<file path="src/rtl/huff_bit_packer.sv">
// Packs variable-length (code, len) pairs MSB-first into OUT_W-bit words.
// A flush drains every buffered bit, ending with a zero-padded partial word.
module huff_bit_packer #(
  parameter  int MAX_LEN = 8,
  parameter  int OUT_W   = 8,
  parameter  int ACC_W   = 16,
  localparam int LW      = $clog2(MAX_LEN + 1),
  localparam int NW      = $clog2(OUT_W + 1)
) (
  input  logic               clk,
  input  logic               reset,
  input  logic [MAX_LEN-1:0] code_in,
  input  logic [LW-1:0]      len_in,
  input  logic               in_valid,
  output logic               in_ready,
  input  logic               flush,
  output logic [OUT_W-1:0]   out_data,
  output logic [NW-1:0]      out_nbits,
  output logic               out_last,
  output logic               out_valid,
  input  logic               out_ready,
  output logic               flush_done
);

  localparam int CW = $clog2(ACC_W + 1);
  localparam logic [CW-1:0] ACC_C   = CW'(ACC_W);
  localparam logic [CW-1:0] OUT_C   = CW'(OUT_W);
  localparam logic [CW-1:0] RDY_LIM = CW'(ACC_W - MAX_LEN);

  logic [ACC_W-1:0]   acc_reg, acc_next;
  logic [CW-1:0]      cnt_reg, cnt_next;
  logic               flush_pend_reg, flush_pend_next;
  logic               flush_done_reg, flush_done_next;

  logic [LW-1:0]      len_eff;
  logic [MAX_LEN-1:0] code_masked;
  logic [ACC_W-1:0]   code_ext;
  logic [ACC_W-1:0]   placed;
  logic [ACC_W-1:0]   acc_after;
  logic [CW-1:0]      popped;
  logic [CW-1:0]      cnt_after;
  logic [CW-1:0]      shamt;
  logic               take;
  logic               accept;

  assign len_eff = (len_in > LW'(MAX_LEN)) ? LW'(MAX_LEN) : len_in;

  // Stray bits above the codeword length are dropped before they reach acc.
  generate
    for (genvar gi = 0; gi < MAX_LEN; gi++) begin : g_mask
      assign code_masked[gi] = code_in[gi] && (len_eff > LW'(gi));
    end
  endgenerate

  assign code_ext = {{(ACC_W - MAX_LEN){1'b0}}, code_masked};

  assign in_ready  = (cnt_reg <= RDY_LIM) && !flush_pend_reg;
  assign out_valid = (cnt_reg >= OUT_C) || (flush_pend_reg && (cnt_reg != '0));
  assign take      = out_valid && out_ready;
  assign accept    = in_valid && in_ready;

  // Pop happens first; the incoming code lands right behind what survives it.
  assign popped    = !take ? '0 : ((cnt_reg >= OUT_C) ? OUT_C : cnt_reg);
  assign cnt_after = cnt_reg - popped;
  assign acc_after = take ? (acc_reg << OUT_W) : acc_reg;
  assign shamt     = ACC_C - cnt_after - CW'(len_eff);
  assign placed    = code_ext << shamt;

  always_comb begin
    acc_next = acc_after;
    cnt_next = cnt_after;
    if (accept) begin
      acc_next = acc_after | placed;
      cnt_next = cnt_after + CW'(len_eff);
    end
  end

  // A flush completes on the same edge that empties the buffer.
  always_comb begin
    flush_pend_next = flush_pend_reg;
    flush_done_next = 1'b0;
    if (flush_pend_reg) begin
      if (cnt_next == '0) begin
        flush_pend_next = 1'b0;
        flush_done_next = 1'b1;
      end
    end else if (flush) begin
      flush_pend_next = 1'b1;
    end
  end

  always_ff @(posedge clk) begin
    if (reset) begin
      acc_reg        <= '0;
      cnt_reg        <= '0;
      flush_pend_reg <= 1'b0;
      flush_done_reg <= 1'b0;
    end else begin
      acc_reg        <= acc_next;
      cnt_reg        <= cnt_next;
      flush_pend_reg <= flush_pend_next;
      flush_done_reg <= flush_done_next;
    end
  end

  // Positions past cnt are forced low so partial words are zero-padded.
  generate
    for (genvar gi = 0; gi < OUT_W; gi++) begin : g_out
      assign out_data[gi] = acc_reg[ACC_W-OUT_W+gi] && (cnt_reg > CW'(OUT_W - 1 - gi));
    end
  endgenerate

  assign out_nbits  = !out_valid ? '0 : ((cnt_reg >= OUT_C) ? NW'(OUT_W) : NW'(cnt_reg));
  assign out_last   = flush_pend_reg && out_valid && (cnt_reg <= OUT_C);
  assign flush_done = flush_done_reg;

endmodule
</file>
<file path="config.mk">
export PLATFORM = sky130hd
export DESIGN_NAME = huff_bit_packer
export DESIGN_NICKNAME = d
export VERILOG_FILES = /design/src/rtl/huff_bit_packer.sv
export SDC_FILE = /design/constraint.sdc
export NUM_CORES = 1
export LEC_CHECK = 0
export ABC_AREA = 1
export ABC_CLOCK_PERIOD_IN_PS = 7650
export CORE_UTILIZATION = 50
export CTS_CLUSTER_SIZE = 30
export DETAILED_ROUTE_END_ITERATION = 16
export HOLD_SLACK_MARGIN = 0.15
export PLACE_DENSITY_LB_ADDON = 0.25
export SYNTH_ARGS = -nofsm -noshare
export SYNTH_HDL_FRONTEND = slang
export SYNTH_SLANG_ARGS = --single-unit
</file>
<file path="constraint.sdc">
create_clock -name clk -period 7.65 [get_ports clk]
set_clock_uncertainty 0.1 [all_clocks]
set_input_delay 1.53 -clock clk [delete_from_list [all_inputs] [get_ports clk]]
set_output_delay 1.53 -clock clk [all_outputs]
set_load 0.01 [all_outputs]
</file>
Word-level counts from Yosys, hierarchy flattened
Cells that the tools add are included.
{"block": "word_totals", "regBits": 23, "input_bits": 17, "out_inout_bits": 16, "elab_cells": 69}
{"block": "op_classes", "n_addsub": 4, "n_lt_le_gt_ge": 19, "shifts": 1, "muxes": 12, "n_bitwise": 2, "n_reduce_logical": 27}
{"op": "$mux 16", "count": 2}
{"op": "$logic_and 1x1->1", "count": 22}
{"op": "$gt 5x3->1 const B", "count": 4}
{"op": "$gt 4x3->1 const B", "count": 4}
{"op": "$or 16x16->16", "count": 1}
{"op": "$shl 8x5->16", "count": 1}
{"op": "$mux 5", "count": 3}
{"op": "$mux 4", "count": 3}
{"op": "$gt 5x1->1 const B", "count": 2}
{"op": "$gt 5x2->1 const B", "count": 2}
{"op": "$gt 4x1->1 const B", "count": 2}
{"op": "$gt 4x2->1 const B", "count": 2}
{"op": "$add 5x4->5", "count": 1}
{"op": "$ge 5x4->1 const B", "count": 1}
{"op": "$le 5x4->1 const B", "count": 1}
{"op": "$logic_not 5->1", "count": 1}
{"op": "$reduce_bool 5->1", "count": 1}
{"op": "$sub 5x4->5", "count": 1}
{"op": "$sub 5x5->5", "count": 1}
{"op": "$sub 5x5->5 const A", "count": 1}
{"op": "$gt 4x4->1 const B", "count": 1}
{"op": "$mux 1", "count": 4}
{"op": "$reduce_or 2->1", "count": 1}
{"op": "$logic_not 1->1", "count": 1}
{"op": "other kinds (2)", "count": 2}

Depth between registers and ports, before layout
{"block": "logic_depth", "ltp_word": 11, "depth_mapped": 28, "mapped_depth_nobuf": 26}

Worst setup path after synthesis
Ideal clock, no wire load.
{"block": "synth_path", "kind": "input -> register", "startpoint": "input port out_ready", "endpoint": "register acc_reg[9]", "setup_ns": 0.132, "t_arrival_ns": 4.434, "setup_slack_ns": 2.984, "path_stages": 16, "path_buffers": 1, "cell_sequence": "nand2_4 > buf_6 > nor3_1 > ha_1 > inv_1 > fa_1 > ha_1 > fa_1 > inv_1 > ha_1 > clkinv_1 > nor2_1 > and3_1 > nor2_1 > nand2_1 > a21oi_1"}
{"block": "synth_between", "elab_chain_len": 8, "elab_cells_between_ends": 9, "classes_between": "add/sub (3); shift (1); mux (3); bitwise (1); reduce/logical (1)"}
{"element": "start, declared", "line": "21", "rtl": "input logic out_ready,"}
{"element": "$logic_and 1x1->1 (*)", "line": "59", "rtl": "assign take = out_valid && out_ready;"}
{"element": "$mux 5", "line": "63", "rtl": "assign popped = !take ? '0 : ((cnt_reg >= OUT_C) ? OUT_C : cnt_reg);"}
{"element": "$sub 5x5->5", "line": "64", "rtl": "assign cnt_after = cnt_reg - popped;"}
{"element": "$sub 5x5->5", "line": "66", "rtl": "assign shamt = ACC_C - cnt_after - CW'(len_eff);"}
{"element": "$sub 5x4->5", "line": "66"}
{"element": "$shl 8x5->16", "line": "67", "rtl": "assign placed = code_ext << shamt;"}
{"element": "$or 16x16->16", "line": "73", "rtl": "acc_next = acc_after | placed;"}
{"element": "$mux 16 (*)", "line": "72", "rtl": "if (accept) begin"}
{"element": "end signal, assigned", "line": "99", "rtl": "acc_reg <= acc_next;"}
{"element": "end, declared", "line": "30", "rtl": "logic [ACC_W-1:0] acc_reg, acc_next;"}
Mark *: on every way between the ends. The rest lies on a longest branch, timed or not.
A chain may end at the register's enable or synchronous reset.

Worst setup path after layout
Ends and elaborated chain as after synthesis.

==> summary.txt <==
Layout
  – Area occupied by multi-input gates: 1510 µm²
  – # diodes: 0
  – Fillers: 443
  – Layout area overhead: 16.50%
  – Non-Filler Instances: 444
  – Total Nets Final: 430
  – Max reg flops: 16
  – FF+latch area: 460.4 µm²
  – Core Util, Final: 62.68%
  – Share of cells above drive strength 1: 4.822%

Detailed routing
  – Drt total wl: 5144 µm
  – Vias: 2243
  – Drt first pass iters: 4
  – Antenna viol nets, final: 0
  – Drt drc: 0
  – Drt via density: 5.052
  – Initial DRC Count: 169
  – WL/cell: 11.59 µm

CTS
  – Root Driver: clkbuf_8
  – Worst skew pair latency: 260 ps
  – Max H-tree Level: 1
  – CTS clk-pin slew, worst paths: 80 ps
  – CTS tree: done
  – Post-CTS Setup Bufs: 0
  – CTS resizes: 0
  – Clock Path Buffers: 2
  – Number of CTS-inserted buffers: 3
  – Hold Buf Count CTS: 0
  – CTS sink cnt: 23

Worst setup path
  – Arrival @ worst endpoint: 5430 ps
  – CP Launch Point: out_ready
  – R2R Path Start: cnt_reg[4]
  – R2R Path End: acc_reg[9]
  – Worst Setup Start Kind: primary input
  – Critical path class: primary input to flop
  – CP Capture Type: flop
  – Critical path fanouts, max: 22
  – Reg2Reg Setup Slack: 3100 ps
  – Crit path capture: acc_reg[9]
  – FF-to-FF path depth: 21
  – CP required: 7670 ps

Global route
  – First-pass GRT wire length: 8611 µm
  – Tot GR Track Use: 24.32%
  – Pin count of the biggest net entering global routing: 24
  – Initial antenna violation count: 0
  – GRT met1 Usage: 30.39%
  – Most used routing layer: met2
  – Vias in the first global route: 2024
  – GR Layer Usage met3: 2.796%
  – Total gr overflow: 0
  – Met2 usage: 42.77%

Place
  – GP Congestion: 0.8904
  – Dpl hpwl: 4296 µm
  – Post-Place Cells: 440
  – PortBufs: 32

Synthesis
  – Synth cell types: 35
  – Gate Count Post-Synth: 367
  – Syn_nets: 402
  – Synthesized area: 2230 µm²
  – Post-synthesis sequential area ratio: 20.65%
  – Synth top area share: 20.65%
  – Register bit total from synthesis: 23
  – Synth warn: 0
  – Area leader, netlist: dfxtp_1
  – Mean Syn Cell Area: 6.075 µm²
  – Synth area leaders: dfxtp_1 (21%), nand2_1 (19%), nand3_1 (10%)

Pwr
  – P per Cell Area: 430.5 nW/µm²
  – Max rail drop VDD: 0.1785 mV
  – Leak: 1.260 nW
  – Post-route total power: 1.118 mW

Die
  – Die ar.: 4730 µm²
  – Core area: 4144 µm²
  – Initial Util: 53.80%
  – Die Y: 68.78 µm
  – I/O pin cnt: 33
  – Die width: 68.78 µm
  – Floorplan row count: 23

Timing
  – Unrepaired setup endpoints after global routing: no
  – Final min period: 5418 ps
  – Final setup violation count: 0
  – Setup_tns: 0 ps
  – Max-Slew Margin vs Limit: 46.44%
  – Final hold viol count: 0
  – Fin crit share: 70.82%
  – Fin. max-slew vios: 0
  – Least-Margin Pin Slew: 800.9 ps
  – Max Fclk: 184.6 MHz

Flow run
  – Max-Cap Viols: 0

Run status
  – Status: finished clean

Worst hold path
  – Hold Crit Class: flop to flop
[worst min path at each step]
stage               start         end  cells after the start
2_1_floorplan  acc_reg[0]  acc_reg[0]                      2
3_3_place_gp   acc_reg[7]  acc_reg[7]                      2
3_5_place_dp   acc_reg[1]  acc_reg[1]                      2
4_1_cts        acc_reg[1]  acc_reg[1]                      2
5_1_grt        acc_reg[6]  acc_reg[6]                      2
6_report       acc_reg[5]  acc_reg[5]                      2
[cells by family (layout without fill, tap and decap cells)]
| kind of cell | Yosys count | in the layout | synth area share (%) |
|---|---|---|---|
| fa+ha+maj | 18 | 18 | 11.11 |
| xor+xnor | 6 | 6 | 2.357 |
| compound gates | 44 | 44 | 11.28 |
| simple gates | 215 | 215 | 42.99 |
| flops | 23 | 23 | 20.65 |
| buf+inv | 61 | 88 | 11.62 |
[synthesized netlist by cell type]
library cell and count:
o21ai_1 2, nand2_4 3, o21bai_1 2, nand3b_1 1, a21oi_1 23, a211oi_1 2
and3_1 1, nor2_1 39, nand2_1 111, nand3_4 1, clkinv_1 2, nand3_1 45
nand4_1 3, xnor2_1 1, xor2_1 5, clkbuf_1 5, inv_1 48, a21oi_2 1
dfxtp_1 23, a31o_2 1, nor3_1 5, fa_1 3, inv_2 1, ha_1 15
o21ai_0 11, buf_6 2, o21ai_4 1, o21a_1 1, nor2_4 2, buf_8 1
nand2_2 2, inv_4 1, buf_2 1, nor2_2 1, nor2_8 1
[per-layer routing]
layer  share of wire (%)  vias up
met5                   0        -
met4                0.99        0
met3                 3.1        4
met2                  48       58
met1                  48      958
li1                    -     1223
[metrics by stage]
step / worst slack, ps / hold WS, ps / cell area [µm²]
floorplan: 2984 / 337.6 / 2230
global placement: 2114 / 351.2 / 2551
detailed placement: 1994 / 356.2 / 2551
CTS: 2263 / 368.7 / 2597
global route: 1882 / 385.9 / 2597
finish: 2232 / 370.7 / 2597
[layout make-up]
class	count	share of cell area, %
flip-flops and latches	23	17.73
repair buffers	32	12.33
inverters	52	7.611
well taps	50	2.408
clock inverters	1	0.1927
multi-input cells	283	58.14
clock buffers	3	1.590
[worst max-delay path, stage by stage]
cell and delay [ps]:
clkdlybuf4s50_1 630, nand2_4 200, nor3_1 180, ha_1 170, inv_1 60, fa_1 530
ha_1 250, fa_1 510, inv_1 50, ha_1 360, clkinv_1 250, nor2_1 350
and3_1 220, nor2_1 50, nand2_1 50, a21oi_1 50
[cells in the final DEF (no fill, tap or decap), types with 3 or more instances in the layout]
cell type / count
a21oi_1: 23
clkbuf_8: 3
clkdlybuf4s50_1: 32
dfxtp_1: 23
fa_1: 3
ha_1: 15
inv_1: 48
nand2_1: 111
nand2_4: 3
nand3_1: 45
nand4_1: 3
nor2_1: 39
nor3_1: 5
o21ai_0: 11
xor2_1: 5
[power breakdown]
part,switching [mW],internal [mW],total (mW)
clock network,0.0388,0.0363,0.0752
logic,0.551,0.310,0.860
registers,0.0265,0.156,0.183
(Power assumes the default switching activity.)
